--- src/rtl/ctrl_decode_pipe_if.sv ---
// ctrl_decode_pipe_if -- ID-stage inputs and the registered ID/EX control
// word of ctrl_decode_pipe, grouped as one bundle. The master drives the
// decode inputs and the slave (the decode pipe itself) drives the control word.
interface ctrl_decode_pipe_if #(
   parameter int IRQ_NUM = 4,
   parameter int CAUSE_W = 4
);
   logic               instr_valid;
   logic [31:0]        instr;
   logic               pc31;
   logic [IRQ_NUM-1:0] irq;
   logic [IRQ_NUM-1:0] irq_mask;
   logic               stall;
   logic               flush;

   logic               ex_valid;
   logic [2:0]         pcsrc;
   logic [1:0]         regdst;
   logic               regwr;
   logic               alusrc1;
   logic               alusrc2;
   logic [5:0]         alufun;
   logic               sign;
   logic               memwr;
   logic               memrd;
   logic [1:0]         memtoreg;
   logic               extop;
   logic               luop;
   logic [IRQ_NUM-1:0] irq_ack;
   logic               exc_take;
   logic [CAUSE_W-1:0] exc_cause;

   modport master (
      output instr_valid, instr, pc31, irq, irq_mask, stall, flush,
      input  ex_valid, pcsrc, regdst, regwr, alusrc1, alusrc2, alufun, sign,
             memwr, memrd, memtoreg, extop, luop, irq_ack, exc_take, exc_cause
   );

   modport slave (
      input  instr_valid, instr, pc31, irq, irq_mask, stall, flush,
      output ex_valid, pcsrc, regdst, regwr, alusrc1, alusrc2, alufun, sign,
             memwr, memrd, memtoreg, extop, luop, irq_ack, exc_take, exc_cause
   );
endinterface

--- src/rtl/ctrl_decode_pipe.sv ---
// ctrl_decode_pipe -- MIPS-subset ID-stage decoder with a registered ID/EX
// control word, interrupt arbitration and a RUN/DRAIN/KERNEL trap sequencer.
// Optional macro CTRL_IRQ_SYNC_EN: adds a two-flop synchroniser on irq.
// Regdst: 0 rd, 1 rt, 2 $ra, 3 trap register. Memtoreg: 0 ALU, 1 memory, 2 PC link.
module ctrl_decode_pipe #(
   parameter int IRQ_NUM = 4,
   parameter int CAUSE_W = 4
) (
   input  logic              clk,
   input  logic              reset,
   ctrl_decode_pipe_if.slave bus
);
   localparam logic [5:0] ALU_ADD = 6'b000000;
   localparam logic [5:0] ALU_SUB = 6'b000001;
   localparam logic [5:0] ALU_AND = 6'b011000;
   localparam logic [5:0] ALU_OR  = 6'b011110;
   localparam logic [5:0] ALU_XOR = 6'b010110;
   localparam logic [5:0] ALU_NOR = 6'b010001;
   localparam logic [5:0] ALU_SLL = 6'b100000;
   localparam logic [5:0] ALU_SRL = 6'b100001;
   localparam logic [5:0] ALU_SRA = 6'b100011;
   localparam logic [5:0] ALU_EQ  = 6'b110011;
   localparam logic [5:0] ALU_NEQ = 6'b110001;
   localparam logic [5:0] ALU_LT  = 6'b110101;
   localparam logic [5:0] ALU_LEZ = 6'b111101;
   localparam logic [5:0] ALU_LTZ = 6'b111011;
   localparam logic [5:0] ALU_GTZ = 6'b111111;

   localparam logic [2:0] PC_IRQ = 3'd4;
   localparam logic [2:0] PC_BAD = 3'd5;

   typedef enum logic [1:0] {
      ST_RUN    = 2'd0,
      ST_DRAIN  = 2'd1,
      ST_KERNEL = 2'd2
   } state_t;

   typedef struct packed {
      logic       ex_valid;
      logic [2:0] pcsrc;
      logic [1:0] regdst;
      logic       regwr;
      logic       alusrc1;
      logic       alusrc2;
      logic [5:0] alufun;
      logic       sign;
      logic       memwr;
      logic       memrd;
      logic [1:0] memtoreg;
      logic       extop;
      logic       luop;
   } ctl_t;

   state_t             state_r;
   ctl_t               ctl_r;
   logic [IRQ_NUM-1:0] pend_r;
   logic [IRQ_NUM-1:0] ack_r;
   logic               take_r;
   logic [CAUSE_W-1:0] cause_r;

   ctl_t               dec_s;
   logic               bad_s;
   logic [5:0]         op_s;
   logic [5:0]         fn_s;
   logic [IRQ_NUM-1:0] irq_in_s;
   logic [IRQ_NUM-1:0] elig_s;
   logic [IRQ_NUM-1:0] sel_s;
   logic [CAUSE_W-1:0] sel_cause_s;
   logic               irq_hit_s;

   // Trap writeback: link the faulting PC into the trap register, no memory access.
   function automatic ctl_t trap_word(input logic [2:0] src);
      ctl_t w;
      w          = '0;
      w.ex_valid = 1'b1;
      w.pcsrc    = src;
      w.regdst   = 2'd3;
      w.regwr    = 1'b1;
      w.memtoreg = 2'd2;
      return w;
   endfunction

   assign op_s = bus.instr[31:26];
   assign fn_s = bus.instr[5:0];

`ifdef CTRL_IRQ_SYNC_EN
   logic [IRQ_NUM-1:0] sync1_r;
   logic [IRQ_NUM-1:0] sync2_r;

   // Two-flop synchroniser for the asynchronous interrupt lines.
   always_ff @(posedge clk or negedge reset) begin
      if (!reset) begin
         sync1_r <= '0;
         sync2_r <= '0;
      end else begin
         sync1_r <= bus.irq;
         sync2_r <= sync1_r;
      end
   end

   assign irq_in_s = sync2_r;
`else
   assign irq_in_s = bus.irq;
`endif

   assign elig_s    = pend_r & ~bus.irq_mask;
   assign irq_hit_s = |elig_s;

   // Lowest-index eligible line wins; cause code is line index plus one.
   always_comb begin
      sel_s       = '0;
      sel_cause_s = '0;
      for (int i = IRQ_NUM - 1; i >= 0; i--) begin
         if (elig_s[i]) begin
            sel_s       = '0;
            sel_s[i]    = 1'b1;
            sel_cause_s = CAUSE_W'(i + 32'sd1);
         end else begin
            sel_s       = sel_s;
            sel_cause_s = sel_cause_s;
         end
      end
   end

   // Instruction decode; anything outside the supported subset flags bad_s.
   always_comb begin
      dec_s          = '0;
      dec_s.ex_valid = 1'b1;
      dec_s.sign     = 1'b1;
      bad_s          = 1'b0;
      case (op_s)
         6'h00: begin
            dec_s.regwr = 1'b1;
            case (fn_s)
               6'h00:   begin dec_s.alusrc1 = 1'b1; dec_s.alufun = ALU_SLL; end
               6'h02:   begin dec_s.alusrc1 = 1'b1; dec_s.alufun = ALU_SRL; end
               6'h03:   begin dec_s.alusrc1 = 1'b1; dec_s.alufun = ALU_SRA; end
               6'h08:   begin dec_s.regwr = 1'b0; dec_s.pcsrc = 3'd3; end
               6'h09:   begin dec_s.pcsrc = 3'd3; dec_s.memtoreg = 2'd2; end
               6'h20:   dec_s.alufun = ALU_ADD;
               6'h21:   begin dec_s.alufun = ALU_ADD; dec_s.sign = 1'b0; end
               6'h22:   dec_s.alufun = ALU_SUB;
               6'h23:   begin dec_s.alufun = ALU_SUB; dec_s.sign = 1'b0; end
               6'h24:   dec_s.alufun = ALU_AND;
               6'h25:   dec_s.alufun = ALU_OR;
               6'h26:   dec_s.alufun = ALU_XOR;
               6'h27:   dec_s.alufun = ALU_NOR;
               6'h2A:   dec_s.alufun = ALU_LT;
               default: begin dec_s.regwr = 1'b0; bad_s = 1'b1; end
            endcase
         end
         6'h01:   begin dec_s.pcsrc = 3'd1; dec_s.alufun = ALU_LTZ; dec_s.extop = 1'b1; end
         6'h02:   dec_s.pcsrc = 3'd2;
         6'h03:   begin
            dec_s.pcsrc    = 3'd2;
            dec_s.regwr    = 1'b1;
            dec_s.regdst   = 2'd2;
            dec_s.memtoreg = 2'd2;
         end
         6'h04:   begin dec_s.pcsrc = 3'd1; dec_s.alufun = ALU_EQ;  dec_s.extop = 1'b1; end
         6'h05:   begin dec_s.pcsrc = 3'd1; dec_s.alufun = ALU_NEQ; dec_s.extop = 1'b1; end
         6'h06:   begin dec_s.pcsrc = 3'd1; dec_s.alufun = ALU_LEZ; dec_s.extop = 1'b1; end
         6'h07:   begin dec_s.pcsrc = 3'd1; dec_s.alufun = ALU_GTZ; dec_s.extop = 1'b1; end
         6'h08, 6'h09, 6'h0A, 6'h0B, 6'h0C, 6'h0F, 6'h23: begin
            dec_s.regdst  = 2'd1;
            dec_s.regwr   = 1'b1;
            dec_s.alusrc2 = 1'b1;
            dec_s.extop   = (op_s != 6'h0C) && (op_s != 6'h0F);
            dec_s.luop    = (op_s == 6'h0F);
            dec_s.sign    = (op_s != 6'h09) && (op_s != 6'h0B);
            dec_s.memrd   = (op_s == 6'h23);
            dec_s.memtoreg = (op_s == 6'h23) ? 2'd1 : 2'd0;
            dec_s.alufun  = (op_s == 6'h0A || op_s == 6'h0B) ? ALU_LT :
                            (op_s == 6'h0C) ? ALU_AND : ALU_ADD;
         end
         6'h2B:   begin dec_s.alusrc2 = 1'b1; dec_s.memwr = 1'b1; dec_s.extop = 1'b1; end
         default: bad_s = 1'b1;
      endcase
   end

   // ID/EX register, pending capture and trap sequencer in one clocked process.
   always_ff @(posedge clk or negedge reset) begin
      if (!reset) begin
         state_r <= ST_RUN;
         ctl_r   <= '0;
         pend_r  <= '0;
         ack_r   <= '0;
         take_r  <= 1'b0;
         cause_r <= '0;
      end else begin
         pend_r <= pend_r | irq_in_s;
         ack_r  <= '0;
         if (bus.flush) begin
            ctl_r   <= '0;
            take_r  <= 1'b0;
            cause_r <= '0;
         end else if (bus.stall) begin
            ctl_r   <= ctl_r;
            take_r  <= take_r;
            cause_r <= cause_r;
         end else if (!bus.instr_valid) begin
            ctl_r   <= '0;
            take_r  <= 1'b0;
            cause_r <= '0;
         end else if ((state_r == ST_RUN) && !bus.pc31 && irq_hit_s) begin
            ctl_r   <= trap_word(PC_IRQ);
            take_r  <= 1'b1;
            cause_r <= sel_cause_s;
            ack_r   <= sel_s;
            pend_r  <= (pend_r | irq_in_s) & ~sel_s;
            state_r <= ST_DRAIN;
         end else if ((state_r == ST_DRAIN) && !bus.pc31) begin
            ctl_r   <= '0;
            take_r  <= 1'b0;
            cause_r <= '0;
         end else if (bad_s) begin
            ctl_r   <= trap_word(PC_BAD);
            take_r  <= 1'b1;
            cause_r <= '0;
            case (state_r)
               ST_RUN:   state_r <= ST_DRAIN;
               ST_DRAIN: state_r <= ST_KERNEL;
               default:  state_r <= state_r;
            endcase
         end else begin
            ctl_r   <= dec_s;
            take_r  <= 1'b0;
            cause_r <= '0;
            case (state_r)
               ST_DRAIN:  state_r <= ST_KERNEL;
               ST_KERNEL: state_r <= bus.pc31 ? ST_KERNEL : ST_RUN;
               default:   state_r <= state_r;
            endcase
         end
      end
   end

   assign bus.ex_valid  = ctl_r.ex_valid;
   assign bus.pcsrc     = ctl_r.pcsrc;
   assign bus.regdst    = ctl_r.regdst;
   assign bus.regwr     = ctl_r.regwr;
   assign bus.alusrc1   = ctl_r.alusrc1;
   assign bus.alusrc2   = ctl_r.alusrc2;
   assign bus.alufun    = ctl_r.alufun;
   assign bus.sign      = ctl_r.sign;
   assign bus.memwr     = ctl_r.memwr;
   assign bus.memrd     = ctl_r.memrd;
   assign bus.memtoreg  = ctl_r.memtoreg;
   assign bus.extop     = ctl_r.extop;
   assign bus.luop      = ctl_r.luop;
   assign bus.irq_ack   = ack_r;
   assign bus.exc_take  = take_r;
   assign bus.exc_cause = cause_r;
endmodule

--- src/flat_wrapper.sv ---
// flat-port wrapper written by rule: the top's interface ports become plain ports
module ctrl_decode_pipe_flat 
#(
   parameter int IRQ_NUM = 4,
   parameter int CAUSE_W = 4
)
  (clk, reset, bus_instr_valid, bus_instr, bus_pc31, bus_irq, bus_irq_mask, bus_stall, bus_flush, bus_ex_valid, bus_pcsrc, bus_regdst, bus_regwr, bus_alusrc1, bus_alusrc2, bus_alufun, bus_sign, bus_memwr, bus_memrd, bus_memtoreg, bus_extop, bus_luop, bus_irq_ack, bus_exc_take, bus_exc_cause);
  ctrl_decode_pipe_if #(.IRQ_NUM(IRQ_NUM), .CAUSE_W(CAUSE_W)) bus_i ();
  input  logic clk;
  input  logic reset;
  input wire logic [$bits(bus_i.instr_valid)-1:0] bus_instr_valid;
  input wire logic [$bits(bus_i.instr)-1:0] bus_instr;
  input wire logic [$bits(bus_i.pc31)-1:0] bus_pc31;
  input wire logic [$bits(bus_i.irq)-1:0] bus_irq;
  input wire logic [$bits(bus_i.irq_mask)-1:0] bus_irq_mask;
  input wire logic [$bits(bus_i.stall)-1:0] bus_stall;
  input wire logic [$bits(bus_i.flush)-1:0] bus_flush;
  output wire logic [$bits(bus_i.ex_valid)-1:0] bus_ex_valid;
  output wire logic [$bits(bus_i.pcsrc)-1:0] bus_pcsrc;
  output wire logic [$bits(bus_i.regdst)-1:0] bus_regdst;
  output wire logic [$bits(bus_i.regwr)-1:0] bus_regwr;
  output wire logic [$bits(bus_i.alusrc1)-1:0] bus_alusrc1;
  output wire logic [$bits(bus_i.alusrc2)-1:0] bus_alusrc2;
  output wire logic [$bits(bus_i.alufun)-1:0] bus_alufun;
  output wire logic [$bits(bus_i.sign)-1:0] bus_sign;
  output wire logic [$bits(bus_i.memwr)-1:0] bus_memwr;
  output wire logic [$bits(bus_i.memrd)-1:0] bus_memrd;
  output wire logic [$bits(bus_i.memtoreg)-1:0] bus_memtoreg;
  output wire logic [$bits(bus_i.extop)-1:0] bus_extop;
  output wire logic [$bits(bus_i.luop)-1:0] bus_luop;
  output wire logic [$bits(bus_i.irq_ack)-1:0] bus_irq_ack;
  output wire logic [$bits(bus_i.exc_take)-1:0] bus_exc_take;
  output wire logic [$bits(bus_i.exc_cause)-1:0] bus_exc_cause;
  assign bus_i.instr_valid = bus_instr_valid;
  assign bus_i.instr = bus_instr;
  assign bus_i.pc31 = bus_pc31;
  assign bus_i.irq = bus_irq;
  assign bus_i.irq_mask = bus_irq_mask;
  assign bus_i.stall = bus_stall;
  assign bus_i.flush = bus_flush;
  assign bus_ex_valid = bus_i.ex_valid;
  assign bus_pcsrc = bus_i.pcsrc;
  assign bus_regdst = bus_i.regdst;
  assign bus_regwr = bus_i.regwr;
  assign bus_alusrc1 = bus_i.alusrc1;
  assign bus_alusrc2 = bus_i.alusrc2;
  assign bus_alufun = bus_i.alufun;
  assign bus_sign = bus_i.sign;
  assign bus_memwr = bus_i.memwr;
  assign bus_memrd = bus_i.memrd;
  assign bus_memtoreg = bus_i.memtoreg;
  assign bus_extop = bus_i.extop;
  assign bus_luop = bus_i.luop;
  assign bus_irq_ack = bus_i.irq_ack;
  assign bus_exc_take = bus_i.exc_take;
  assign bus_exc_cause = bus_i.exc_cause;
  ctrl_decode_pipe #(.IRQ_NUM(IRQ_NUM), .CAUSE_W(CAUSE_W)) u_core (.clk(clk), .reset(reset), .bus(bus_i));
endmodule
--- config.mk ---
export PLATFORM = sky130hd
export DESIGN_NAME = ctrl_decode_pipe_flat
export DESIGN_NICKNAME = d
export VERILOG_FILES = /design/src/rtl/ctrl_decode_pipe_if.sv /design/src/rtl/ctrl_decode_pipe.sv /design/src/flat_wrapper.sv
export SDC_FILE = /design/constraint.sdc
export NUM_CORES = 1
export LEC_CHECK = 0
export CORE_UTILIZATION = 40
export CTS_BUF_LIST = sky130_fd_sc_hd__clkbuf_16
export DETAILED_ROUTE_END_ITERATION = 7
export HOLD_SLACK_MARGIN = 0.05
export PLACE_DENSITY_LB_ADDON = 0.05
export SLEW_MARGIN = 30
export SYNTH_ARGS = -nofsm -noshare
export SYNTH_HDL_FRONTEND = slang
export SYNTH_SLANG_ARGS = --single-unit
--- constraint.sdc ---
create_clock -name clk -period 3.4 [get_ports clk]
set_input_delay 0.34 -clock clk [delete_from_list [all_inputs] [get_ports clk]]
set_output_delay 0.34 -clock clk [all_outputs]
set_load 0.05 [all_outputs]
### Word level (Yosys, flattened, before mapping)

Index checks and enable logic that the tools add are counted.

* equality and inequality tests: 37
* multipliers: 0
* muxes and demuxes: 61
* shift-type cells: 0
* add/sub/neg operators: 0
* magnitude comparators: 0
* reduce and logical (&&, ||, !) cells: 26
* bitwise gates (word level): 7
* divide/modulo/power cells: 0

Operator list (number)
* $mux W22: 5
* $eq A6 B6 Y1 const B: 11
* $mux W4: 15
* $pmux W6 S9: 1
* $eq A6 B4 Y1 const B: 8
* $pmux W6 S7: 1
* $eq A6 B2 Y1 const B: 4
* $eq A6 B3 Y1 const B: 4
* $ne A6 B4 Y1 const B: 4
* $mux W21: 1
* $mux W1: 16
* $reduce_or A8 Y1: 2
* $mux W3: 5
* $reduce_or A15 Y1: 1
* $reduce_or A14 Y1: 1
* $reduce_or A13 Y1: 1
* $logic_not A6 Y1: 2
* $mux W2: 6
* $pmux W2 S2: 3
* $pmux W2 S3: 2
* $and A4 B4 Y4: 2
* $not A4 Y4: 2
* $pmux W1 S2: 4
* $reduce_or A2 Y1: 4
* 20 further kinds: 26

* output and inout port bits: 31
* register bits: 37
* ROM bits: 0
* input bits: 46
* bits in latches: 0
* bits in writable memories: 0
* memories: 0

### Logic depth before layout (Yosys ltp)

* depth after elaboration: 12
* depth in mapped cells: 8

### Worst setup path before layout

No wires, ideal clock.

* path type: register to register
* from: register u_core.state_r[0]
* to: register u_core.state_r[1]
* stages on the path, launching flop included: 8
* arrival time: 1.879 ns
* path slack: 1.396 ns
* setup time: 0.125 ns
* data required time: 3.275 ns
* clock period less this slack: 2.004 ns
* cell sequence: dfrtp_1 inv_1 ha_1 nor2b_1 nand2_1 o21ai_0 o311a_4 mux2_4

* word-level cells in the longest chain between the ends: 5
* elaborated cells between the ends (all ways): 15
* those cells by class: eq/ne (4); mux (5); reduce/logical (6)

Ends and longest elaborated chain
* start, declared: line ctrl_decode_pipe.sv:54 `state_t state_r;`
* start signal, assigned: line ctrl_decode_pipe.sv:223 `default: state_r <= state_r;`
* start signal, assigned: line ctrl_decode_pipe.sv:231 `ST_KERNEL: state_r <= bus.pc31 ? ST_KERNEL : ST_RUN;`
* start signal, assigned: line ctrl_decode_pipe.sv:232 `default: state_r <= state_r;`
* $eq A2 B2 Y1, or another cell as far along: line ctrl_decode_pipe.sv:229 `case (state_r)`
* $pmux W2 S2, or another cell as far along: line ctrl_decode_pipe.sv:229
* $mux W2 or $logic_and A1 B1 Y1 (tied branches): line ctrl_decode_pipe.sv:216, ctrl_decode_pipe.sv:205
* $mux W2, or another cell as far along: line ctrl_decode_pipe.sv:212 `end else if ((state_r == ST_DRAIN) && !bus.pc31) begin`
* $mux W2 or $reduce_and A6 Y1 (tied branches)

Several ways; a longest one is shown, not always the timed one. The select of a mux whose other input is x is not followed.
A chain may end at the register's enable or synchronous reset.

### Final worst setup path

* from: input bus_instr[31]
* to: register u_core.state_r[1]

* word-level cells in the longest chain between the ends: 6
* elaborated cells between the ends (all ways): 24
* those cells by class: eq/ne (16); mux (4); reduce/logical (4)

Ends and longest elaborated chain
* start, declared: line flat_wrapper.sv:12 `input wire logic [$bits(bus_i.instr)-1:0] bus_instr;`
* $eq A6 B1 Y1, or another cell as far along: line ctrl_decode_pipe.sv:131 `case (op_s)`
* $reduce_or A15 Y1 (no source line)
* $pmux W1 S2 *: line ctrl_decode_pipe.sv:131
* parallel branches: the longest is 3 deep, another holds $reduce_and A6 Y1

Mark *: on every way between the ends. The select of a mux whose other input is x is not followed.

==> reports/metrics.csv <==
metric;value;unit
status;completed;
critPathMaxFanout;13;
power_density;422.6;mW/mm²
h-tree-depth;2;
netlist_top_cells_count;35 x dfrtp_1, 30 x nor2_1, 29 x nand2_1, 18 x o21ai_0, 12 x nand2b_1;
power_switching;359.9;µW
clk_pin_slew;50;ps
grt_max_degree;36;
cp-start-kind;input pin;
syn_area;0.002072;mm²
fin_crit_sh;71.47;%
finalClockSkew;4.631;ps
via_per_inst;5.278;
core.rowCount;25;
first_global_vias;1742;
relSlewSlack;49.20;%
cts-root-buf;clkbuf_16;
worst_pin_slew;754.1;ps
synth_cell_types;51;
pin_count;77;
fin_crit;2430;ps
crit_path_end_kind;flop;
hold_violations;0;
ant_nets;0;
synth_top_area_share;42.27;%
hpwl;3745;µm
syn2layout_area_growth;36.47;%
final_area;0.002828;mm²
fmax;411.5;MHz
portBuffers;55;
netSwitchingFraction;30.12;%
ys_ff_latch;35;
clockPowerShare;35.1;%
grt_pass1_wl;8431;µm
synth_nets;286;
grt.total_usage;20.41;%
fin_util;58.32;%
vias;1900;
synthFlopType;dfrtp_1;
clkSinkCount;35;
dieHeight;73.97;µm
gp_congestion;0.9404;
hold_buffers;0;
power_frac_seq;38.2;%
synthTopCellsByArea;dfrtp_1 42%, nor2_1 5.4%, nand2_1 5.3%;
yosysMostFrequentCell;dfrtp_1;
numCtsBuffers;5;
placed_area;0.002694;mm²
drc_errors;0;
hold_class;input pin to asynchronous set/reset pin;
netlist_instances;237;
ys_seq_area_share;42.27;%
grt_setup_unrepaired;no;
antenna_cells;0;
p_int;835.1;µW
post_cts_buffers;0;
overflow;0;
pwr-share-comb;26.7;%
drive_above_1_share;6.826;%
die-area;0.005472;mm²
post_cts_resized;0;
antenna_found_initial;0;
worstPathRequired;3560;ps
yosys.area.top_type;dfrtp_1;
firstDrtPassIters;4;
maxSlewViolCount;0;
clkLatencyLatePin;280;ps
maxCapViolations;0;
reg2regPathDepth;7;
crit_arrival;2590;ps
wl_per_cell;14.19;µm
drt-total-wl;5107;µm
vdd_ir_drop_max;0.0002693;V
dieWidth;73.97;µm
drt_iter0_markers;86;
setup_viol;0;
cts_buffer_depth;2;
ys_warn_count;0;
cts_tree;yes;
postSynthAreaPerCell;8.743;µm²
start_util;42.74;%
tns;0;ps
leakagePower;0.001230;µW
coreArea;0.004848;mm²
whs;471.4;ps
crit_type;input pin to flop;
synthArstFlopShare;100.0;%
synth-edff-count;0;
nets;342;
-- sequential cells by signal, indices dropped and copies added, names as in the netlist --
| signal | count |
|---|---|
| u_core.bus.alufun | 6 |
| u_core.bus.irq_ack | 4 |
| u_core.pend_r | 4 |
| u_core.bus.exc_cause | 3 |
| u_core.bus.memtoreg | 2 |
| u_core.bus.pcsrc | 2 |
| u_core.bus.regdst | 2 |
| u_core.state_r | 2 |
| u_core.bus.alusrc1 | 1 |
| u_core.bus.alusrc2 | 1 |
| u_core.bus.ex_valid | 1 |
| u_core.bus.exc_take | 1 |
| u_core.bus.extop | 1 |
| u_core.bus.luop | 1 |
| u_core.bus.memrd | 1 |
| u_core.bus.memwr | 1 |
| u_core.bus.regwr | 1 |
| u_core.bus.sign | 1 |
-- routing by layer --
layer  track usage, %  wire length (µm)
met3            4.743               247
met1            30.21              2575
met2            30.00              2264
met4            5.128                20
met5                0                 0
-- layout by cell type, fill, tap and decap left out, types with 2 or more instances in the layout --
cell	count
o41ai_1	2
a21o_1	7
nand3_1	7
nand2_1	29
buf_4	5
o21ai_0	18
or2_2	2
a22o_1	10
o22ai_1	3
and2_1	2
a31oi_1	2
nor2_1	30
and3_1	2
nor2b_1	6
nand2b_1	12
mux2i_1	3
a21oi_1	11
nor3_1	3
dfrtp_1	35
nand4_1	2
inv_1	7
o21a_1	4
ha_1	3
xnor2_1	2
clkdlybuf4s50_1	55
clkbuf_16	5
-- worst max-delay path: stages --
cell and delay, ps:
clkdlybuf4s50_1 660, nor4_4 480, o2111ai_2 270, and2_4 220, o311a_4 320, mux2_4 300
-- cell families (layout without fill, tap and decap cells) --
kind of cell | count (synthesis) | in the layout | synth area share [%]
buffers and inverters | 18 | 74 | 3.683
AND/OR/NAND/NOR | 104 | 104 | 25.00
XOR/XNOR | 3 | 3 | 1.268
other | 1 | 1 | 0.1810
AO/OA/AOI/OAI | 69 | 69 | 23.61
multiplexers | 4 | 4 | 2.174
flip-flops | 35 | 35 | 42.27
adder cells (fa/ha/maj) | 3 | 3 | 1.812
-- power by group through the flow --
| stage | sequential, µW | combinational (µW) | clock, µW |
|---|---|---|---|
| 4_1_cts | 457 | 320 | 427 |
| 3_3_place_gp | 463 | 316 | 0 |
| 5_1_grt | 459 | 352 | 447 |
| 6_report | 457 | 319 | 419 |
| 2_1_floorplan | 505 | 168 | 0 |
| 3_5_place_dp | 464 | 318 | 0 |
-- per-stage QoR --
step / setup WS [ps] / total power (µW) / std cells
finish: 970.0 / 1195 / 360
detailed placement: 674.8 / 782.1 / 353
CTS: 956.1 / 1204 / 360
global route: 789.5 / 1258 / 360
floorplan: 1396 / 673.2 / 237
global placement: 696.6 / 778.4 / 353
-- area by class of cell --
type                    instances  area, µm²
fillers                       454       2021
clock buffers                   5      125.1
repair buffers                 60      588.1
well taps                      67      83.83
flip-flops and latches         35      875.8
inverters                       7      26.28
clock inverters                 2      8.758
multi-input cells             184       1120
-- final timing paths --
path                                    startpoint                       to  slack [ps]
max in group asynchronous                    reset    u_core.bus.irq_ack[3]        2610
setup reg to reg                 u_core.state_r[0]        u_core.state_r[1]         990
setup / recovery                     bus_instr[31]        u_core.state_r[1]         970
min in group clk           u_core.bus.exc_cause[2]  u_core.bus.exc_cause[2]         470
hold / removal                               reset    u_core.bus.irq_ack[1]         470
hold reg to reg            u_core.bus.exc_cause[2]  u_core.bus.exc_cause[2]         470
(Power assumes the default switching activity.)
